## config.mk

```make
export PLATFORM = sky130hd
export DESIGN_NAME = mem_bus_arbiter
export DESIGN_NICKNAME = d
export VERILOG_FILES = /design/src/rtl/mem_arb_pkg.sv /design/src/rtl/mem_arb_busmux.sv /design/src/rtl/mem_bus_arbiter.sv
export SDC_FILE = /design/constraint.sdc
export NUM_CORES = 1
export LEC_CHECK = 0
export ABC_AREA = 1
export BUFFER_PORTS_ARGS = -buffer_cell sky130_fd_sc_hd__buf_2
export CORE_MARGIN = 1.5
export CORE_UTILIZATION = 42
export DETAILED_ROUTE_END_ITERATION = 12
export GPL_TIMING_DRIVEN = 0
export HOLD_SLACK_MARGIN = 0.12
export MAX_ROUTING_LAYER = met4
export PLACE_DENSITY = 0.84
export SLEW_MARGIN = 20
export SYNTH_ARGS = -nofsm -noshare
export SYNTH_HDL_FRONTEND = slang
export SYNTH_SLANG_ARGS = --single-unit
```

## constraint.sdc

```tcl
create_clock -name ph1 -period 4.2 [get_ports ph1]
set_clock_uncertainty 0.2 [all_clocks]
set_input_delay 0.21 -clock ph1 [delete_from_list [all_inputs] [get_ports ph1]]
set_output_delay 0.21 -clock ph1 [all_outputs]
set_load 0.03 [all_outputs]
```

## src/rtl/mem_arb_pkg.sv

```systemverilog
// ============================================================================
//  Module  : mem_arb_pkg
//  Brief   : Shared types and constants for the external memory bus arbiter.
//  Rev     : 1.0  initial release
// ============================================================================
`default_nettype none

package mem_arb_pkg;

  // Bus owner identity, used for round-robin bookkeeping.
  typedef enum logic {
    OWN_CORE = 1'b0,
    OWN_LOAD = 1'b1
  } owner_t;

  // Arbiter states; ST_TURN is the dead cycle between two owners.
  typedef enum logic [1:0] {
    ST_IDLE = 2'd0,
    ST_CORE = 2'd1,
    ST_LOAD = 2'd2,
    ST_TURN = 2'd3
  } state_t;

  // Width of the per-tenure access counter (saturates at all-ones).
  localparam int HOLD_CNT_W = 4;

endpackage

`default_nettype wire

```

## src/rtl/mem_arb_busmux.sv

```systemverilog
// ============================================================================
//  Module  : mem_arb_busmux
//  Brief   : Combinational owner select for the memory bus. Every bus output
//            and both read-data returns are forced to zero unless the granted
//            requester is actually requesting in this cycle.
//  Rev     : 1.0  initial release
// ============================================================================
`default_nettype none

module mem_arb_busmux #(
  parameter int ADDR_W = 8,
  parameter int DATA_W = 8
) (
  input  logic              core_gnt_i,
  input  logic              core_req_i,
  input  logic              core_we_i,
  input  logic [ADDR_W-1:0] core_adr_i,
  input  logic [DATA_W-1:0] core_wdata_i,
  output logic [DATA_W-1:0] core_rdata_o,
  input  logic              ld_gnt_i,
  input  logic              ld_req_i,
  input  logic              ld_we_i,
  input  logic [ADDR_W-1:0] ld_adr_i,
  input  logic [DATA_W-1:0] ld_wdata_i,
  output logic [DATA_W-1:0] ld_rdata_o,
  output logic [ADDR_W-1:0] mem_adr_o,
  output logic              mem_we_o,
  output logic              mem_oe_o,
  output logic [DATA_W-1:0] mem_wdata_o,
  input  logic [DATA_W-1:0] mem_rdata_i
);

  logic core_acc;
  logic ld_acc;

  // Route the owner's access onto the bus; idle or non-requesting cycles drive zeros.
  always_comb begin
    core_acc     = core_gnt_i & core_req_i;
    ld_acc       = ld_gnt_i & ld_req_i;
    mem_adr_o    = '0;
    mem_we_o     = 1'b0;
    mem_wdata_o  = '0;
    core_rdata_o = '0;
    ld_rdata_o   = '0;
    if (core_acc) begin
      mem_adr_o    = core_adr_i;
      mem_we_o     = core_we_i;
      mem_wdata_o  = core_we_i ? core_wdata_i : '0;
      core_rdata_o = mem_rdata_i;
    end else if (ld_acc) begin
      mem_adr_o    = ld_adr_i;
      mem_we_o     = ld_we_i;
      mem_wdata_o  = ld_we_i ? ld_wdata_i : '0;
      ld_rdata_o   = mem_rdata_i;
    end
  end

  // Data pins are driven exactly when writing.
  assign mem_oe_o = mem_we_o;

endmodule

`default_nettype wire

```

## src/rtl/mem_bus_arbiter.sv

```systemverilog
// ============================================================================
//  Module  : mem_bus_arbiter
//  Brief   : Round-robin arbiter with hold limit for the external memory bus,
//            shared by the core port and the boot/debug loader port. Grants
//            are registered; every owner switch passes through one TURN cycle.
//  Rev     : 1.0  initial release
// ============================================================================
`default_nettype none

module mem_bus_arbiter
  import mem_arb_pkg::*;
#(
  parameter int ADDR_W   = 8,
  parameter int DATA_W   = 8,
  parameter int MAX_HOLD = 4
) (
  input  logic              ph1,
  input  logic              reset,
  input  logic              core_req,
  input  logic              core_we,
  input  logic [ADDR_W-1:0] core_adr,
  input  logic [DATA_W-1:0] core_wdata,
  output logic              core_gnt,
  output logic [DATA_W-1:0] core_rdata,
  input  logic              ld_req,
  input  logic              ld_we,
  input  logic [ADDR_W-1:0] ld_adr,
  input  logic [DATA_W-1:0] ld_wdata,
  output logic              ld_gnt,
  output logic [DATA_W-1:0] ld_rdata,
  output logic [ADDR_W-1:0] mem_adr,
  output logic              mem_we,
  output logic              mem_oe,
  output logic [DATA_W-1:0] mem_wdata,
  input  logic [DATA_W-1:0] mem_rdata
);

  localparam logic [HOLD_CNT_W-1:0] HOLD_LAST = HOLD_CNT_W'(MAX_HOLD - 1);
  localparam logic [HOLD_CNT_W-1:0] HOLD_SAT  = '1;

  state_t                state_q, state_d;
  owner_t                last_owner_q, last_owner_d;
  owner_t                next_owner_q, next_owner_d;
  logic [HOLD_CNT_W-1:0] hold_cnt_q, hold_cnt_d;
  logic                  core_gnt_q, ld_gnt_q;

  logic   cur_req;
  logic   oth_req;
  owner_t oth_owner;
  logic   enter;
  owner_t enter_owner;

  // Next-state logic, written from the current owner's point of view so CORE and LOAD share one rule.
  always_comb begin
    cur_req      = (state_q == ST_LOAD) ? ld_req : core_req;
    oth_req      = (state_q == ST_LOAD) ? core_req : ld_req;
    oth_owner    = (state_q == ST_LOAD) ? OWN_CORE : OWN_LOAD;
    state_d      = state_q;
    last_owner_d = last_owner_q;
    next_owner_d = next_owner_q;
    hold_cnt_d   = hold_cnt_q;
    enter        = 1'b0;
    enter_owner  = OWN_CORE;
    case (state_q)
      ST_IDLE: begin
        if (core_req && (!ld_req || last_owner_q == OWN_LOAD)) begin
          enter       = 1'b1;
          enter_owner = OWN_CORE;
        end else if (ld_req) begin
          enter       = 1'b1;
          enter_owner = OWN_LOAD;
        end
      end
      ST_CORE, ST_LOAD: begin
        if (cur_req && hold_cnt_q != HOLD_SAT) begin
          hold_cnt_d = hold_cnt_q + HOLD_CNT_W'(1);
        end
        if (!cur_req) begin
          if (oth_req) begin
            state_d      = ST_TURN;
            next_owner_d = oth_owner;
          end else begin
            state_d = ST_IDLE;
          end
        end else if (oth_req && hold_cnt_q >= HOLD_LAST) begin
          // ">=" so an owner that ran past the limit unopposed still yields
          // as soon as the other side starts asking.
          state_d      = ST_TURN;
          next_owner_d = oth_owner;
        end
      end
      ST_TURN: begin
        if ((next_owner_q == OWN_CORE) ? core_req : ld_req) begin
          enter       = 1'b1;
          enter_owner = next_owner_q;
        end else begin
          state_d = ST_IDLE;
        end
      end
      default: state_d = ST_IDLE;
    endcase
    if (enter) begin
      state_d      = (enter_owner == OWN_CORE) ? ST_CORE : ST_LOAD;
      hold_cnt_d   = '0;
      last_owner_d = enter_owner;
    end
  end

  // FSM and bookkeeping registers; grants are registered copies of the next state.
  always_ff @(posedge ph1 or negedge reset) begin
    if (!reset) begin
      state_q      <= ST_IDLE;
      last_owner_q <= OWN_LOAD;
      next_owner_q <= OWN_CORE;
      hold_cnt_q   <= '0;
      core_gnt_q   <= 1'b0;
      ld_gnt_q     <= 1'b0;
    end else begin
      state_q      <= state_d;
      last_owner_q <= last_owner_d;
      next_owner_q <= next_owner_d;
      hold_cnt_q   <= hold_cnt_d;
      core_gnt_q   <= (state_d == ST_CORE);
      ld_gnt_q     <= (state_d == ST_LOAD);
    end
  end

  assign core_gnt = core_gnt_q;
  assign ld_gnt   = ld_gnt_q;

  mem_arb_busmux #(
    .ADDR_W (ADDR_W),
    .DATA_W (DATA_W)
  ) u_busmux (
    .core_gnt_i   (core_gnt_q),
    .core_req_i   (core_req),
    .core_we_i    (core_we),
    .core_adr_i   (core_adr),
    .core_wdata_i (core_wdata),
    .core_rdata_o (core_rdata),
    .ld_gnt_i     (ld_gnt_q),
    .ld_req_i     (ld_req),
    .ld_we_i      (ld_we),
    .ld_adr_i     (ld_adr),
    .ld_wdata_i   (ld_wdata),
    .ld_rdata_o   (ld_rdata),
    .mem_adr_o    (mem_adr),
    .mem_we_o     (mem_we),
    .mem_oe_o     (mem_oe),
    .mem_wdata_o  (mem_wdata),
    .mem_rdata_i  (mem_rdata)
  );

  // The two grants must never overlap.
  a_gnt_onehot : assert property (@(posedge ph1) disable iff (!reset) !(core_gnt_q && ld_gnt_q));

endmodule

`default_nettype wire
```

==> key figures <==
Layout
  • Fin nets: ~300
  • Area Overhead vs Synth: 47.8%
  • Diodes inserted: 0
  • Fin cells: approximately 280
  • Share of layout cells above drive strength 1: approximately two fifths
  • FILL cells: roughly 240
  • Design area: about 1500 sq um
  • Sequential cell area: ~250 sq um
  • Multi-input gate area: slightly above 600 sq um

Routing
  • Final WL: 2.91 mm
  • # DRC: 0
  • Via-to-Cell Ratio: 4.59
  • WL per Instance: approximately 10 um
  • DR iter-0 viols: 20
  • Final ANT Viol Nets: 0
  • TritonRoute pass-1 iters: 4
  • DR vias: 1282

Yosys
  • Sequential area share after synthesis: between 20% and 30%
  • Avg Cell Area, Syn: approximately 6.1 sq um
  • Largest area contributor in the netlist: dfrtp_1
  • Main synth FF type: dfrtp_1
  • Number of synthesized flops with an enable pin: 0
  • Cell Area, Synth: approximately 1000 sq um
  • Yosys warns: 0
  • Syn nets: between 200 and 250
  • Netlist cell types: 23
  • Synth top area cells: dfrtp_1 (22%), nand2_1 (14%), nand3_1 (12%)
  • Synthesized instance count: about 170
  • #FFs+latches synth: 10
  • Yosys top cell area share: approximately 22%
  • Asr flop ratio synth: 100%

GRT
  • M3 GR Usage: about 7%
  • GR peak layer: met2
  • GRT met1 Usage: between 20% and 30%
  • First-pass GRT wire length: 4.47 mm
  • Met2 Use GR: 39.5%
  • Antenna violations before repair: 0
  • Largest net degree at the start of global routing: 11
  • Vias in the first global route: ~1100
  • Remaining global-route overflow: 0
  • Total GRT Usage: 22.1%

CTS
  • Worst-skew pair later-pin latency: about 0.27 ns
  • CTS sink cnt: 10
  • Htree depth: 1
  • Clock Path Buffers: 2
  • CTS tree: done
  • Worst-path clk slew: roughly 0.070 ns
  • Post-CTS Resized: 0
  • Cts bufs inserted: 3
  • Root Driver: clkbuf_4

Worst setup path
  • Critical path peak fanout: 10
  • Critical Path Start Type: flop
  • R2R setup slack: approximately 2.5 ns
  • Reg2reg end: core_gnt
  • CP Capture Type: output pin
  • Worst Path Buf+Inv: 2
  • Worst path top cell family by delay: buffers and inverters
  • Worst-path cell chain: nand2_2, clkbuf_1, nand3_1, nand2_1, buf_2
  • R2R cell count: 9
  • R2r startpoint: state_q[1]
  • Setup CP Type: flop to output pin
  • Crit path DAT: about 1.6 ns
  • Required @ worst endpoint: around 3.8 ns
  • Critical-path top delay cell: dfrtp_1
  • CP peak stage delay: 0.38 ns

Floorplan
  • FP Rows: 17
  • Core footprint: around 2200 sq um
  • IO Pins: 82
  • Die Y: about 52 um
  • Die X-Extent: roughly 52 um
  • Die ar.: between 2000 and 3000 sq um
  • Initial core utilization: roughly 45%

Place
  • HPWL Detailed: between 2 and 2.5 mm
  • Inst Count DP: between 200 and 300
  • IO Port Bufs: 80
  • Pre-CTS WS: around 2.5 ns
  • DP Area: roughly 1400 sq um
  • GPL Wtd Cong: between 0.8 and 0.9

Timing
  • Max Clk Rate: roughly 0.50 GHz
  • Final setup fails: 0
  • Worst rel slew slack: between 70 and 80%
  • Final setup margin: between 2 and 2.5 ns
  • Final Hold Fails: 0
  • RSZ-0062 raised after global routing: no
  • Final TNS setup: 0 ns
  • Final Max Tran Viols: 0
  • Worst slew pin tran: between 0.3 and 0.4 ns
  • Fin crit share: between 40 and 50%
  • Min Clock Period, post-route: about 2.0 ns

Pwr
  • Overall power: just under 800 uW
  • P_leak: about 0.001 uW
  • Pwr/cell area: about 520 nW/um^2
  • Worst IR Drop VDD: around 0.38 mV

Job
  • Max Cap Violations: 0

Hold path
  • Worst Hold Class: primary input to async pin

Run status
  • Outcome: finished, final reports clean
[power by group]
part / internal, uW / switching [uW] / total [uW]
clock: 52.7 / 33.8 / 86.4
sequential: 140 / 26.2 / 166
combinational: 167 / 355 / 521
[layout by cell type, fill, tap and decap left out, types with 2 or more instances in the layout]
cell type,count
a21oi_1,4
buf_2,82
clkbuf_1,2
clkbuf_4,3
dfrtp_1,9
ha_1,4
inv_1,30
inv_2,4
nand2_1,38
nand2_2,3
nand3_1,24
nor2_1,15
nor3_1,9
o21ai_0,12
[layout make-up]
class                           count  area share, %
Tap cell                           28           2.35
Inverter                           34           8.57
Buffer                              5           1.68
Sequential cell                    10           16.9
Multi-Input combinational cell    117           40.5
Timing Repair Buffer               81           27.6
Clock buffer                        4           2.44
[per-stage QoR]
stage          util (%)  hold slack [ns]
2_1_floorplan         -           -0.286
3_3_place_gp       64.6           -0.123
3_5_place_dp       64.6           -0.120
4_1_cts            66.7            0.121
5_1_grt            66.7            0.130
6_report           66.7            0.125
[how the worst max path moves through the flow]
stage / startpoint / to / cells past startpoint
2_1_floorplan: ld_gnt / mem_wdata[0] / 4
3_5_place_dp: core_gnt / mem_adr[6] / 5
5_1_grt: core_gnt / mem_adr[5] / 5
3_3_place_gp: core_req / mem_we / 8
4_1_cts: core_gnt / mem_adr[6] / 5
6_report: core_gnt / mem_adr[6] / 5
[repair_timing]
item                                   CTS  global route
endpoints found under the hold margin   10             0
setup buffers                            0             0
hold buffers                             1             0
[synth_stat cells (all sizes together) (2+ instances only)]
master / instances
ha: 4
o21ai: 14
inv: 34
a21oi: 4
nand2: 41
buf: 3
dfrtp: 9
nand3: 26
clkbuf: 2
nor2: 16
nor3: 9
[per-layer routing]
metal	up-vias	wire length (um)
li1	690	-
met1	551	1210
met2	41	1480
met3	0	220
met4	0	0
met5	-	0
[logic make-up after synthesis]
logic type               Yosys count  synth area share, %
AND/OR/NAND/NOR                   93                 43.4
buffers and inverters             39                 15.2
AO/OA/AOI/OAI                     19                 10.7
flip-flops                        10                 25.0
adder cells (fa/ha/maj)            4                 4.97
XOR/XNOR                           1                0.870
[state kept, by name, indices dropped and copies added, names as in the netlist]
register,cells
ld_gnt,1
next_owner_q,1
state_q,2
hold_cnt_q,4
last_owner_q,1
core_gnt,1
Power figures use the tool's default switching activity.
